**config.mk**
```make
export PLATFORM = sky130hd
export DESIGN_NAME = vga_timing_gen
export DESIGN_NICKNAME = d
export VERILOG_FILES = /design/src/rtl/vga_pkg.sv /design/src/rtl/sprite_pos_latch.sv /design/src/rtl/vga_timing_gen.sv
export SDC_FILE = /design/constraint.sdc
export NUM_CORES = 1
export LEC_CHECK = 0
export ABC_AREA = 0
export BUFFER_PORTS_ARGS = -buffer_cell sky130_fd_sc_hd__buf_2
export CAP_MARGIN = 20
export CORE_MARGIN = 4
export CORE_UTILIZATION = 59
export DETAILED_ROUTE_END_ITERATION = 8
export GPL_TIMING_DRIVEN = 1
export PLACE_DENSITY_LB_ADDON = 0.05
export SYNTH_ARGS = -nofsm -noshare
export SYNTH_HDL_FRONTEND = slang
export SYNTH_HIERARCHICAL = 1
export SYNTH_SLANG_ARGS = --single-unit
```
**constraint.sdc**
```tcl
create_clock -name vga_clk -period 5.7 [get_ports vga_clk]
set_input_delay 0.285 -clock vga_clk [delete_from_list [all_inputs] [get_ports vga_clk]]
set_output_delay 0.285 -clock vga_clk [all_outputs]
set_load 0.1 [all_outputs]
```
**src/rtl/vga_pkg.sv**
```systemverilog
// Shared 640x480@60 raster timing constants and coordinate types for the
// display path.
package vga_pkg;

  localparam int H_VISIBLE = 640;
  localparam int H_FP      = 16;
  localparam int H_SYNC    = 96;
  localparam int H_BP      = 48;
  localparam int V_VISIBLE = 480;
  localparam int V_FP      = 10;
  localparam int V_SYNC    = 2;
  localparam int V_BP      = 33;

  localparam int H_TOTAL      = H_VISIBLE + H_FP + H_SYNC + H_BP;
  localparam int V_TOTAL      = V_VISIBLE + V_FP + V_SYNC + V_BP;
  localparam int H_SYNC_START = H_VISIBLE + H_FP;
  localparam int H_SYNC_END   = H_SYNC_START + H_SYNC;
  localparam int V_SYNC_START = V_VISIBLE + V_FP;
  localparam int V_SYNC_END   = V_SYNC_START + V_SYNC;

  typedef logic [9:0] coord_t;

  typedef struct packed {
    coord_t x;
    coord_t y;
  } pos_t;

endpackage

```
**src/rtl/sprite_pos_latch.sv**
```systemverilog
// Holds a posted sprite position in a shadow register and commits it to the
// renderers only at the start of vertical blanking, so sprites never tear.
module sprite_pos_latch
  import vga_pkg::*;
(
  input  logic vga_clk,
  input  logic reset,
  input  pos_t pos_in,
  input  logic pos_valid,
  input  logic vblank_start,
  output logic pos_pending,
  output pos_t pos_out
);

  pos_t shadow;

  // vblank_start here is the decode that is true on the commit edge itself;
  // a strobe on that same edge skips the shadow and lands directly in pos_out.
  always_ff @(posedge vga_clk) begin
    if (reset) begin
      shadow      <= '0;
      pos_out     <= '0;
      pos_pending <= 1'b0;
    end else if (vblank_start) begin
      pos_pending <= 1'b0;
      if (pos_valid) begin
        pos_out <= pos_in;
      end else if (pos_pending) begin
        pos_out <= shadow;
      end
    end else if (pos_valid) begin
      shadow      <= pos_in;
      pos_pending <= 1'b1;
    end
  end

endmodule

```
**src/rtl/vga_timing_gen.sv**
```systemverilog
// Raster counter and sync decode for the VGA display path; every output is
// registered from the previous cycle's counters so all of them move together.
module vga_timing_gen
  import vga_pkg::*;
#(
  parameter int H_VISIBLE = vga_pkg::H_VISIBLE,
  parameter int H_FP      = vga_pkg::H_FP,
  parameter int H_SYNC    = vga_pkg::H_SYNC,
  parameter int H_BP      = vga_pkg::H_BP,
  parameter int V_VISIBLE = vga_pkg::V_VISIBLE,
  parameter int V_FP      = vga_pkg::V_FP,
  parameter int V_SYNC    = vga_pkg::V_SYNC,
  parameter int V_BP      = vga_pkg::V_BP
) (
  input  logic       vga_clk,
  input  logic       reset,
  input  logic [9:0] pos_x_in,
  input  logic [9:0] pos_y_in,
  input  logic       pos_valid,
  output logic       pos_pending,
  output logic [9:0] RyuX,
  output logic [9:0] RyuY,
  output logic [9:0] DrawX,
  output logic [9:0] DrawY,
  output logic       blank,
  output logic       hs,
  output logic       vs,
  output logic       frame_start,
  output logic       vblank_start,
  output logic [7:0] frame_count
);

  localparam int H_TOTAL      = H_VISIBLE + H_FP + H_SYNC + H_BP;
  localparam int V_TOTAL      = V_VISIBLE + V_FP + V_SYNC + V_BP;
  localparam int H_SYNC_START = H_VISIBLE + H_FP;
  localparam int H_SYNC_END   = H_SYNC_START + H_SYNC;
  localparam int V_SYNC_START = V_VISIBLE + V_FP;
  localparam int V_SYNC_END   = V_SYNC_START + V_SYNC;

  localparam coord_t H_LAST   = coord_t'(H_TOTAL - 1);
  localparam coord_t V_LAST   = coord_t'(V_TOTAL - 1);
  localparam coord_t H_ACT    = coord_t'(H_VISIBLE);
  localparam coord_t V_ACT    = coord_t'(V_VISIBLE);
  localparam coord_t HS_FIRST = coord_t'(H_SYNC_START);
  localparam coord_t HS_END   = coord_t'(H_SYNC_END);
  localparam coord_t VS_FIRST = coord_t'(V_SYNC_START);
  localparam coord_t VS_END   = coord_t'(V_SYNC_END);

  coord_t h_cnt;
  coord_t v_cnt;
  logic   at_vblank;
  pos_t   req_pos;
  pos_t   ryu_pos;

  assign at_vblank = (h_cnt == '0) && (v_cnt == V_ACT);

  // Counters advance and the outputs capture the pre-advance counter values
  // on the same edge, giving exactly one cycle of latency for everything.
  always_ff @(posedge vga_clk) begin
    if (reset) begin
      h_cnt        <= '0;
      v_cnt        <= '0;
      DrawX        <= '0;
      DrawY        <= '0;
      blank        <= 1'b0;
      hs           <= 1'b1;
      vs           <= 1'b1;
      frame_start  <= 1'b0;
      vblank_start <= 1'b0;
      frame_count  <= '0;
    end else begin
      if (h_cnt == H_LAST) begin
        h_cnt <= '0;
        v_cnt <= (v_cnt == V_LAST) ? '0 : v_cnt + 10'd1;
      end else begin
        h_cnt <= h_cnt + 10'd1;
      end
      DrawX        <= h_cnt;
      DrawY        <= v_cnt;
      blank        <= (h_cnt < H_ACT) && (v_cnt < V_ACT);
      hs           <= !((h_cnt >= HS_FIRST) && (h_cnt < HS_END));
      vs           <= !((v_cnt >= VS_FIRST) && (v_cnt < VS_END));
      frame_start  <= (h_cnt == '0) && (v_cnt == '0);
      vblank_start <= at_vblank;
      if (at_vblank) begin
        frame_count <= frame_count + 8'd1;
      end
    end
  end

  assign req_pos.x = pos_x_in;
  assign req_pos.y = pos_y_in;

  sprite_pos_latch u_latch (
    .vga_clk      (vga_clk),
    .reset        (reset),
    .pos_in       (req_pos),
    .pos_valid    (pos_valid),
    .vblank_start (at_vblank),
    .pos_pending  (pos_pending),
    .pos_out      (ryu_pos)
  );

  assign RyuX = ryu_pos.x;
  assign RyuY = ryu_pos.y;

endmodule

```
==> results.md, run 1 <==
* Status: complete, no violations
* Top cell type's share of synthesized area at 0.4841
* Post-Layout Cell Count at about 550
* Power, Total at 1.245 mW
* Area grow syn2layout at 13.55%
* Initial Util at 0.6087
* Startpoint types: register
* Core Rows at 29
* Overall die width at 89.17 µm
* Root Driver: clkbuf_8
* Commonest non-fill, non-tap cell in the layout: dfxtp_1
* Vias per Instance at about 5.6
* NetSw at between 0.3 and 0.4 mW
* Drt drc at 0
* FF/Latch Area at between 0.0015 and 0.002 mm²
* Slew Limit Fails at 0
* Worst IR drop on VDD at ~190 µV
* Unique masters post-synth at between 40 and 50
* Buffers added on ports at 76
* Pre-CTS WS at between 2 and 3 ns
* First-pass GRT wire length at 12900 µm
* Internal at around 0.94 mW
* Max_cap viols at 0
* Synth area leaders: dfxtp_1 (48%), a211oi_2 (6.4%), mux2i_1 (6.2%)
* Share of total power in the clock network at 0.387
* Cell taking the most area after synthesis: dfxtp_1
* Tmin final at about 3.1 ns
* Final instance area at 0.004414 mm²
* WP data required at around 6 ns
* Die ar. at 0.007951 mm²
* Post-synth EDFFs at 0
* Chip height at approximately 89 µm
* RSZ-0062 raised after global routing: no
* Setup Total Neg Slack at 0 ns
* Setup WS post-layout at about 2.6 ns
* Total Routed Length at approximately 7900 µm
* Post-Syn Area per Cell at between 9 and 10 µm²
* Max Fclk at 319.5 MHz
* Power share of the combinational group at 0.071
* Pleak at about 1.8 nW
* Initial antenna violation count at 0
* Cells after Synth at between 400 and 500
* Number of synthesis warnings at 6
* Crit path DAT at 3.41 ns
* Power density over cell area at between 200 and 300 mW/mm²
* Vias at around 3100
* Yosys reg bits at 94
* TritonCTS clock tree: yes
* Largest net degree at the start of global routing at 84
* Total GRT Usage at 0.2043
* Crit. End Element: register
* Share of cells above drive strength 1 at 0.2569
* Detailed Route Iter0 Violations at roughly 160
* Final #Nets at 494
* Antenna diodes at 0
* Setup CP Type: register to register
* CTS buffer count at 9
* Clock tree sinks at 94
* Multi-input logic area at roughly 0.0018 mm²
* Vias in the first global route at just under 3000
* Max clock buf depth at 2
* Area post-placement at between 0.004 and 0.005 mm²
* Routability cong. at 0.8454
* Commonest non-fill, non-tap cells in the layout: dfxtp_1 (94), buf_2 (76), nor2_1 (51)
* Final ANT Viol Nets at 0
* Seq pwr share at 0.543
* Worst-Skew Late Latency at 0.35 ns
* Fraction of registers with async set/reset at 0
* Post-DP HPWL at 5277 µm
* Endpoints failing setup at 0
* Switch share at 0.2443
* Ys flop type: dfxtp_1
* Critical Path Fanout Max at 20
* I/O pin cnt at 77
* Wirelength per Cell at 14.45 µm
* Hold Crit Class: input port to register
* Slew margin rel. at 0.3933
* Worst Tran Pin Value at a little over 0.9 ns
* Syn Nets at roughly 440
* Setup Buffers After CTS at 0
* Clock Skew at between 0.003 and 0.004 ns
* DRT Pass-1 Iters at 4
* Post-cts sizing count at 0
* Hold Fails Final Rpt at 0
* Clk pin slew, worst setup/hold paths at 0.09 ns
* Placed insts at about 530
* Fillers at 528
* Hold_buf cts at 0
* Synth Cell Area at 0.003887 mm²
* Sequential-to-total area share from yosys stat at 0.4841
* Core region area at between 0.006 and 0.007 mm²
* GR Overflow Total at 0
* H-tree levels at 3
* Final Cycle Share at 0.5491
registers in the layout, indices dropped and copies added (netlist names), 8 cells and up:
name,count
DrawY,10
DrawX,10
u_latch/pos_out,20
u_latch/shadow,20
v_cnt,10
h_cnt,10
frame_count,8
cell type report:
cell class                 instances  area share
multi-input combinational        276      0.4070
clock inverter                     7     0.02211
inverter                           8    0.006803
timing repair buffer              77     0.08787
tap                               77     0.02183
clock buffer                       9     0.02806
sequential                        94      0.4263
critical path, cell delays in order, from the launching register on:
cell      delay (ns)
dfxtp_1         0.36
inv_1           0.09
ha_1            0.15
nor4b_1         0.33
nand4_1         0.62
nor2_1          0.51
nand2b_1        0.68
nand2_1         0.14
a21oi_1         0.18
worst paths after layout:
path	startpoint	to	slack [ns]	cells past startpoint
hold reg to reg	u_latch/shadow[18]	u_latch/shadow[18]	0.46	2
hold / removal	pos_x_in[5]	u_latch/shadow[15]	0.18	3
setup reg to reg	h_cnt[0]	u_latch/shadow[7]	2.57	8
setup / recovery	h_cnt[0]	u_latch/shadow[7]	2.57	8
stage by stage:
| stage | hold slack (ns) | utilization |
|---|---|---|
| 4_1_cts | 0.1603 | 0.6912 |
| 5_1_grt | 0.1763 | 0.6912 |
| 3_3_place_gp | 0.4406 | 0.6565 |
| 3_5_place_dp | 0.4456 | 0.6565 |
| 2_1_floorplan | 0.3660 | - |
| 6_report | 0.1771 | 0.6912 |
Yosys cell counts (4+ instances only):
library cell / number
xnor2_1: 9
nand2_1: 47
clkbuf_1: 10
dfxtp_1: 94
inv_1: 8
buf_2: 10
a21oi_1: 29
o31ai_1: 6
ha_1: 5
mux2i_1: 24
or4_1: 9
nor2_1: 51
and4_1: 4
nand4_1: 9
a211oi_2: 20
nor2b_1: 14
nor3_1: 10
nand3_1: 8
xor2_1: 4
buf_6: 5
cell families after synthesis:
kind of cell | after synthesis | synth area share
xor+xnor | 13 | 0.02929
flops | 94 | 0.4841
compound gates | 60 | 0.1233
mux | 25 | 0.06469
buf+inv | 39 | 0.05375
simple gates | 173 | 0.2288
fa+ha+maj | 5 | 0.01609
routing by layer:
layer,up-vias,global-route usage,routed length (µm)
met4,0,0.1001,130
met3,14,0.03410,341
met5,-,0,0
li1,1525,-,-
met2,69,0.3470,3948
met1,1463,0.2503,3499
power groups by stage:
stage                     combinational [mW]  clock, mW  sequential, mW
after global routing                  0.0957      0.520           0.677
after floorplan                       0.0497          0           0.709
after CTS                             0.0883      0.491           0.676
after global placement                0.0866          0           0.691
final                                 0.0881      0.481           0.676
after detailed placement              0.0883          0           0.691
No activity file was read; power rests on OpenSTA's default activity.
==> run 2: changes to the inputs <==
--- a/config.mk
+++ b/config.mk
@@ -9,7 +9,7 @@
 export BUFFER_PORTS_ARGS = -buffer_cell sky130_fd_sc_hd__buf_2
 export CAP_MARGIN = 20
 export CORE_MARGIN = 4
-export CORE_UTILIZATION = 59
+export CORE_UTILIZATION = 54
 export DETAILED_ROUTE_END_ITERATION = 8
 export GPL_TIMING_DRIVEN = 1
 export PLACE_DENSITY_LB_ADDON = 0.05
==> constraint.sdc (replaced) <==
create_clock -name vga_clk -period 3 [get_ports vga_clk]
set_input_delay 0.15 -clock vga_clk [delete_from_list [all_inputs] [get_ports vga_clk]]
set_output_delay 0.15 -clock vga_clk [all_outputs]
set_load 0.1 [all_outputs]
==> run 2 against run 1 <==
Compared with the run above: hold slack worse by 0.16 ns; sequential power rose by 89%; critical path depth down 2; flip-flop and latch count is the same; critical path type unchanged; cell count up 3.8%; total power grew 84%; routed wire length fell by 0.34%; register-to-register slack worse by 2.1 ns; combinational power grew 93%.
==> results.md, run 2 (synthesis gave the netlist of run 1 again) <==
* Slew margin rel. at 0.5078 (+0.1145)
* Wire length on met3 at 385 µm (+13%)
* Met2 WL at 3816 µm (-3.3%)
* GR Overflow Total at 0 (unchanged)
* Max clock buf depth at 2 (unchanged)
* First-pass GRT wire length at 13390 µm (+3.7%)
* DRT Pass-1 Iters at 4 (unchanged)
* Final ANT Viol Nets at 0 (unchanged)
* Overall die width at 92.85 µm (+4.1%)
* Chip height at 92.85 µm (+4.1%)
* Initial Util at 0.5629 (-0.04588)
* Placed insts at 553 (+3.9%)
* Hold Fails Final Rpt at 0 (unchanged)
* Crit path DAT at 2.84 ns (-0.57 ns)
* Setup WS post-layout at 0.4430 ns (-2.127 ns)
* Area grow syn2layout at 13.94%
* TritonCTS clock tree: yes
* Finished Core Util at 0.6413 (-0.04992)
* Endpoints failing setup at 0 (unchanged)
* Total Routed Length at 7894 µm (-0.34%)
* Total GRT Usage at 0.1920 (-0.01229)
* Wirelength per Cell at 13.87 µm (-4.0%)
* Crit. End Element: register
* Clock tree sinks at 94 (unchanged)
* Slew Limit Fails at 0 (unchanged)
* Max_cap viols at 0 (unchanged)
* Critical Path Fanout Max at 40 (+100%)
* Root Driver: clkbuf_8
* Status: complete, no violations
* Drt drc at 0 (unchanged)
* Power density over cell area at 517.7 mW/mm² (+84%)
* Post-cts sizing count at 0 (unchanged)
* Worst IR drop on VDD at 330.4 µV (+71%)
* Top layer in use: met4
* Vias in the first global route at 2917 (-1.3%)
* Antenna diodes at 0 (unchanged)
* Post-DP HPWL at 5298 µm (+0.40%)
* Max Fclk at 391.1 MHz (+22%)
* Routed met1 length at 3569 µm (+2.0%)
* Vias per Instance at 5.285 (-5.7%)
* Largest registers: u_latch/pos_out (20), u_latch/shadow (20)
* CTS buffer count at 9 (unchanged)
* Commonest non-fill, non-tap cell in the layout: dfxtp_1
* WP data required at 3.28 ns (-2.70 ns)
* RSZ-0062 raised after global routing: no
* Setup Buffers After CTS at 0 (unchanged)
* Pleak at 1.804 nW (+0.19%)
* Startpoint types: register
* H-tree levels at 3 (unchanged)
* Share of cells above drive strength 1 at 0.2600 (+0.003142)
* Setup Total Neg Slack at 0 ns (unchanged)
* Core region area at 0.006907 mm² (+8.2%)
* Core Rows at 30 (+3.4%)
* I/O pin cnt at 77 (unchanged)
* Clock Skew at 0.01036 ns (+0.006783 ns)
* Worst-Skew Late Latency at 0.36 ns (about the same)
* Detailed Route Iter0 Violations at 114 (-27%)
* Largest net degree at the start of global routing at 46 (-45%)
* Commonest non-fill, non-tap cells in the layout: dfxtp_1 (94), buf_2 (76), nor2_1 (51)
* Die ar. at 0.008620 mm² (+8.4%)
* Clk pin slew, worst setup/hold paths at 0.10 ns (about the same)
* Buffers added on ports at 76 (unchanged)
* Final Cycle Share at 0.8523 (+0.3032)
* Setup CP Type: register to register
* Worst Tran Pin Value at 0.7384 ns (-0.1717 ns)
* Initial antenna violation count at 0 (unchanged)
* Final #Nets at 496 (+0.40%)
* Hold_buf cts at 0 (unchanged)
* Routability cong. at 0.7675 (-9.2%)
* Tmin final at 2.557 ns (-0.5730 ns)
* Pre-CTS WS at 0.4428 ns (-2.170 ns)
* Hold Crit Class: input port to register
* Post-Layout Cell Count at 569 (+3.8%)
* Power, Total at 2.293 mW (+84%)
* Vias at 3007 (-2.1%)
## run 2: layout make-up
type                            instances  area (µm²)
Sequential cell                        94        1882
Inverter                                8       30.03
Clock buffer                            9       123.9
Tap cell                               96       120.1
Clock inverter                          7       73.82
Multi-Input combinational cell        276        1797
Timing Repair Buffer                   79       402.9
Fill cell                             627        2477
## run 2: layer usage
metal / vias to the layer above / track usage
li1: 1525 / -
met1: 1405 / 0.2306
met2: 66 / 0.3311
met3: 11 / 0.03493
met4: 0 / 0.08913
met5: - / 0
## run 2: final timing paths
kind	slack (ns)	start	cells past startpoint	to
worst min register to register	0.46	u_latch/shadow[10]	2	u_latch/shadow[10]
worst max-delay path	0.44	v_cnt[5]	6	u_latch/pos_out[7]
worst min-delay path	0.02	pos_x_in[5]	3	u_latch/shadow[15]
worst max register to register	0.44	v_cnt[5]	6	u_latch/pos_out[7]
## run 2: per-stage QoR
| stage | hold WS (ns) | area [µm²] |
|---|---|---|
| after floorplan | 0.2310 | 3887 |
| after global placement | 0.4018 | 4232 |
| after detailed placement | 0.4076 | 4232 |
| after CTS | 0.004935 | 4429 |
| after global routing | 0.02536 | 4429 |
| final | 0.01981 | 4429 |
## run 2: worst max-delay path, cell delays in order (launching register included)
cell and delay [ns]:
dfxtp_1 0.48, nand4_2 0.20, or3_1 0.55, nor2_1 0.37
o21a_4 0.54, nor2_1 0.11, a211oi_2 0.20
## run 2: where the power goes
part	total [mW]	internal (mW)	switching [mW]
clock network	0.840	0.388	0.452
registers	1.28	1.27	0.0134
logic	0.170	0.0491	0.121
==> run 3: changes to the inputs <==
--- a/config.mk
+++ b/config.mk
@@ -5,11 +5,11 @@
 export SDC_FILE = /design/constraint.sdc
 export NUM_CORES = 1
 export LEC_CHECK = 0
-export ABC_AREA = 0
+export ABC_AREA = 1
 export BUFFER_PORTS_ARGS = -buffer_cell sky130_fd_sc_hd__buf_2
 export CAP_MARGIN = 20
 export CORE_MARGIN = 4
-export CORE_UTILIZATION = 54
+export CORE_UTILIZATION = 55
 export DETAILED_ROUTE_END_ITERATION = 8
 export GPL_TIMING_DRIVEN = 1
 export PLACE_DENSITY_LB_ADDON = 0.05
==> run 3 against run 2 <==
Compared with the run above: count of clock-buffer cells in the layout rose by 1; register-to-register slack gained 0.24 ns; largest power group unchanged; fmax increased by 10%; via count rose by 22%; sequential power is essentially flat; hold slack improved by 0.034 ns.
==> results.md, run 3 <==
* Status: complete, no violations
* Power, Total at 2.280 mW (-0.59%)
* Overall die width at 92.91 µm (about the same)
* Number of synthesis warnings at 6 (unchanged)
* Share of cells above drive strength 1 at 0.1746 (-0.08546)
* Endpoints failing setup at 0 (unchanged)
* Slew margin rel. at 0.5812 (+0.07345)
* NetSw at 0.5717 mW (-2.5%)
* Syn Nets at 606 (+39%)
* Total GRT Usage at 0.2146 (+0.02256)
* RSZ-0062 raised after global routing: no
* Setup Buffers After CTS at 0 (unchanged)
* Yosys reg bits at 94 (unchanged)
* Wirelength per Cell at 11.70 µm (-16%)
* Pleak at 2.354 nW (+30%)
* Initial Util at 0.5741 (+0.01123)
* Ys flop type: dfxtp_1
* Vias at 3673 (+22%)
* I/O pin cnt at 77 (unchanged)
* Commonest non-fill, non-tap cell in the layout: nand2_1
* Unique masters post-synth at 27 (-37%)
* Clk pin slew, worst setup/hold paths at 0.09 ns (about the same)
* Clock Skew at 0.01167 ns (+0.001316 ns)
* Total Routed Length at 8760 µm (+11%)
* Slew Limit Fails at 0 (unchanged)
* Root Driver: clkbuf_8
* Sequential-to-total area share from yosys stat at 0.4746 (-0.009471)
* Setup CP Type: register to register
* First-pass GRT wire length at 15150 µm (+13%)
* Internal at 1.708 mW (about the same)
* Max_cap viols at 0 (unchanged)
* Area grow syn2layout at 16.19%
* Detailed Route Iter0 Violations at 129 (+13%)
* Post-synth EDFFs at 0 (unchanged)
* Fraction of registers with async set/reset at 0 (unchanged)
* Synth Cell Area at 0.003965 mm² (+2.0%)
* Critical Path Fanout Max at 20 (-50%)
* Power share of the combinational group at 0.079 (+0.005)
* Crit. End Element: register
* Vias per Instance at 4.904 (-7.2%)
* Share of total power in the clock network at 0.355 (-0.011)
* CTS buffer count at 9 (unchanged)
* Drt drc at 0 (unchanged)
* Buffers added on ports at 76 (unchanged)
* Synth area leaders: dfxtp_1 (47%), nand2_1 (16%), nor2_1 (13%)
* Startpoint types: register
* Tmin final at 2.321 ns (-0.2363 ns)
* Seq pwr share at 0.565 (+0.005)
* Max clock buf depth at 2 (unchanged)
* Worst IR drop on VDD at 272.7 µV (-17%)
* Hold Crit Class: input port to register
* Post-DP HPWL at 6238 µm (+18%)
* Core region area at 0.006907 mm² (unchanged)
* Chip height at 92.91 µm (about the same)
* Commonest non-fill, non-tap cells in the layout: nand2_1 (164), nor2_1 (140), dfxtp_1 (94)
* DRT Pass-1 Iters at 4 (unchanged)
* Worst Tran Pin Value at 0.6275 ns (-0.1109 ns)
* Cell taking the most area after synthesis: dfxtp_1
* Vias in the first global route at 3510 (+20%)
* Crit path DAT at 2.56 ns (-0.28 ns)
* Post-cts sizing count at 0 (unchanged)
* Max Fclk at 430.9 MHz (+10%)
* Synth top cells by count: nand2_1 (164), nor2_1 (140), dfxtp_1 (94)
* Hold Fails Final Rpt at 0 (unchanged)
* Clock tree sinks at 94 (unchanged)
* Power density over cell area at 494.8 mW/mm² (-4.4%)
* Cells after Synth at 578 (+41%)
* Hold_buf cts at 0 (unchanged)
* Die ar. at 0.008631 mm² (+0.13%)
* Largest registers: u_latch/pos_out (20), u_latch/shadow (20)
* Final Cycle Share at 0.7736 (-0.07876)
* Routability cong. at 0.8519 (+11%)
* Final #Nets at 676 (+36%)
* Post-Syn Area per Cell at 6.860 µm² (-28%)
* Core Rows at 30 (unchanged)
* Switch share at 0.2508 (-0.004776)
* H-tree levels at 3 (unchanged)
* Initial antenna violation count at 0 (unchanged)
* GR Overflow Total at 0 (unchanged)
* Worst-Skew Late Latency at 0.35 ns (about the same)
* Largest net degree at the start of global routing at 41 (-11%)
* Most common cell in the netlist: nand2_1
* Antenna diodes at 0 (unchanged)
* Final ANT Viol Nets at 0 (unchanged)
* Top cell type's share of synthesized area at 0.4746 (-0.009471)
* Setup Total Neg Slack at 0 ns (unchanged)
* WP data required at 3.24 ns (-0.04 ns)
* TritonCTS clock tree: yes
run 3: changes by cell type after synthesis, moves of 10 or more:
cell / previous run / this run
a211oi_2: 20 / 0
o21ai_0: 2 / 25
nor2b_1: 14 / 0
a21oi_1: 29 / 10
mux2i_1: 24 / 0
nand2_1: 47 / 164
nor2_1: 51 / 140
inv_1: 8 / 54
nand3_1: 8 / 18
run 3: cells by family after synthesis:
logic type                 count (synthesis)  share of synthesized area
AOI/OAI and AO/OA                         38                    0.04954
xor gates and xnor gates                   6                    0.01325
and+or+nand+nor                          354                     0.3651
adders and majority gates                  5                    0.01578
DFF                                       94                     0.4746
buffers and inverters                     81                    0.08173
run 3: through the flow:
| step | setup WS, ns | hold WS (ns) | util | area (µm²) | cells |
|---|---|---|---|---|---|
| finish | 0.6792 | 0.05426 | 0.6670 | 4607 | 749 |
| global route | 0.3817 | 0.06688 | 0.6670 | 4607 | 749 |
| detailed placement | 0.7019 | 0.4264 | 0.6355 | 4389 | 732 |
| floorplan | 0.9684 | 0.2268 | - | 3965 | 578 |
| global placement | 0.8229 | 0.4210 | 0.6355 | 4389 | 732 |
| CTS | 0.6780 | 0.04109 | 0.6630 | 4579 | 748 |
run 3: layout make-up:
cell class | instances | area (µm²)
fillers | 669 | 2300
multi-input cells | 403 | 1763
clock inverters | 6 | 62.56
well taps | 96 | 120.1
inverters | 61 | 229.0
repair buffers | 79 | 422.9
flip-flops and latches | 94 | 1882
clock buffers | 10 | 127.6
run 3: path summary, 6_finish.rpt:
check	slack (ns)	end	startpoint	cells after the start
worst min register to register	0.49	u_latch/shadow[1]	u_latch/shadow[1]	2
worst max register to register	0.68	u_latch/shadow[8]	v_cnt[1]	11
worst max-delay path	0.68	u_latch/shadow[8]	v_cnt[1]	11
worst min-delay path	0.05	u_latch/shadow[18]	pos_x_in[8]	3
run 3: critical path, stage by stage (launching register included):
cell     delay [ns]
dfxtp_1        0.33
inv_1          0.11
ha_1           0.21
nand3_1        0.11
nor2_2         0.36
nand2_1        0.17
inv_2          0.12
inv_1          0.04
nand2_1        0.17
inv_1          0.33
nor2_1         0.20
nor2_1         0.06
run 3: power by group through the flow:
| stage | clock network (mW) | logic [mW] | registers [mW] |
|---|---|---|---|
| 6_report | 0.810 | 0.181 | 1.29 |
| 2_1_floorplan | 0 | 0.0948 | 1.35 |
| 3_3_place_gp | 0 | 0.173 | 1.32 |
| 5_1_grt | 0.888 | 0.202 | 1.29 |
| 3_5_place_dp | 0 | 0.177 | 1.32 |
| 4_1_cts | 0.835 | 0.178 | 1.29 |
run 3: metal layers:
layer,wire [µm],up-vias,global-route usage
li1,-,1898,-
met1,3704,1674,0.2462
met2,4547,90,0.3917
met3,386,11,0.03737
met4,121,0,0.08547
met5,0,-,0
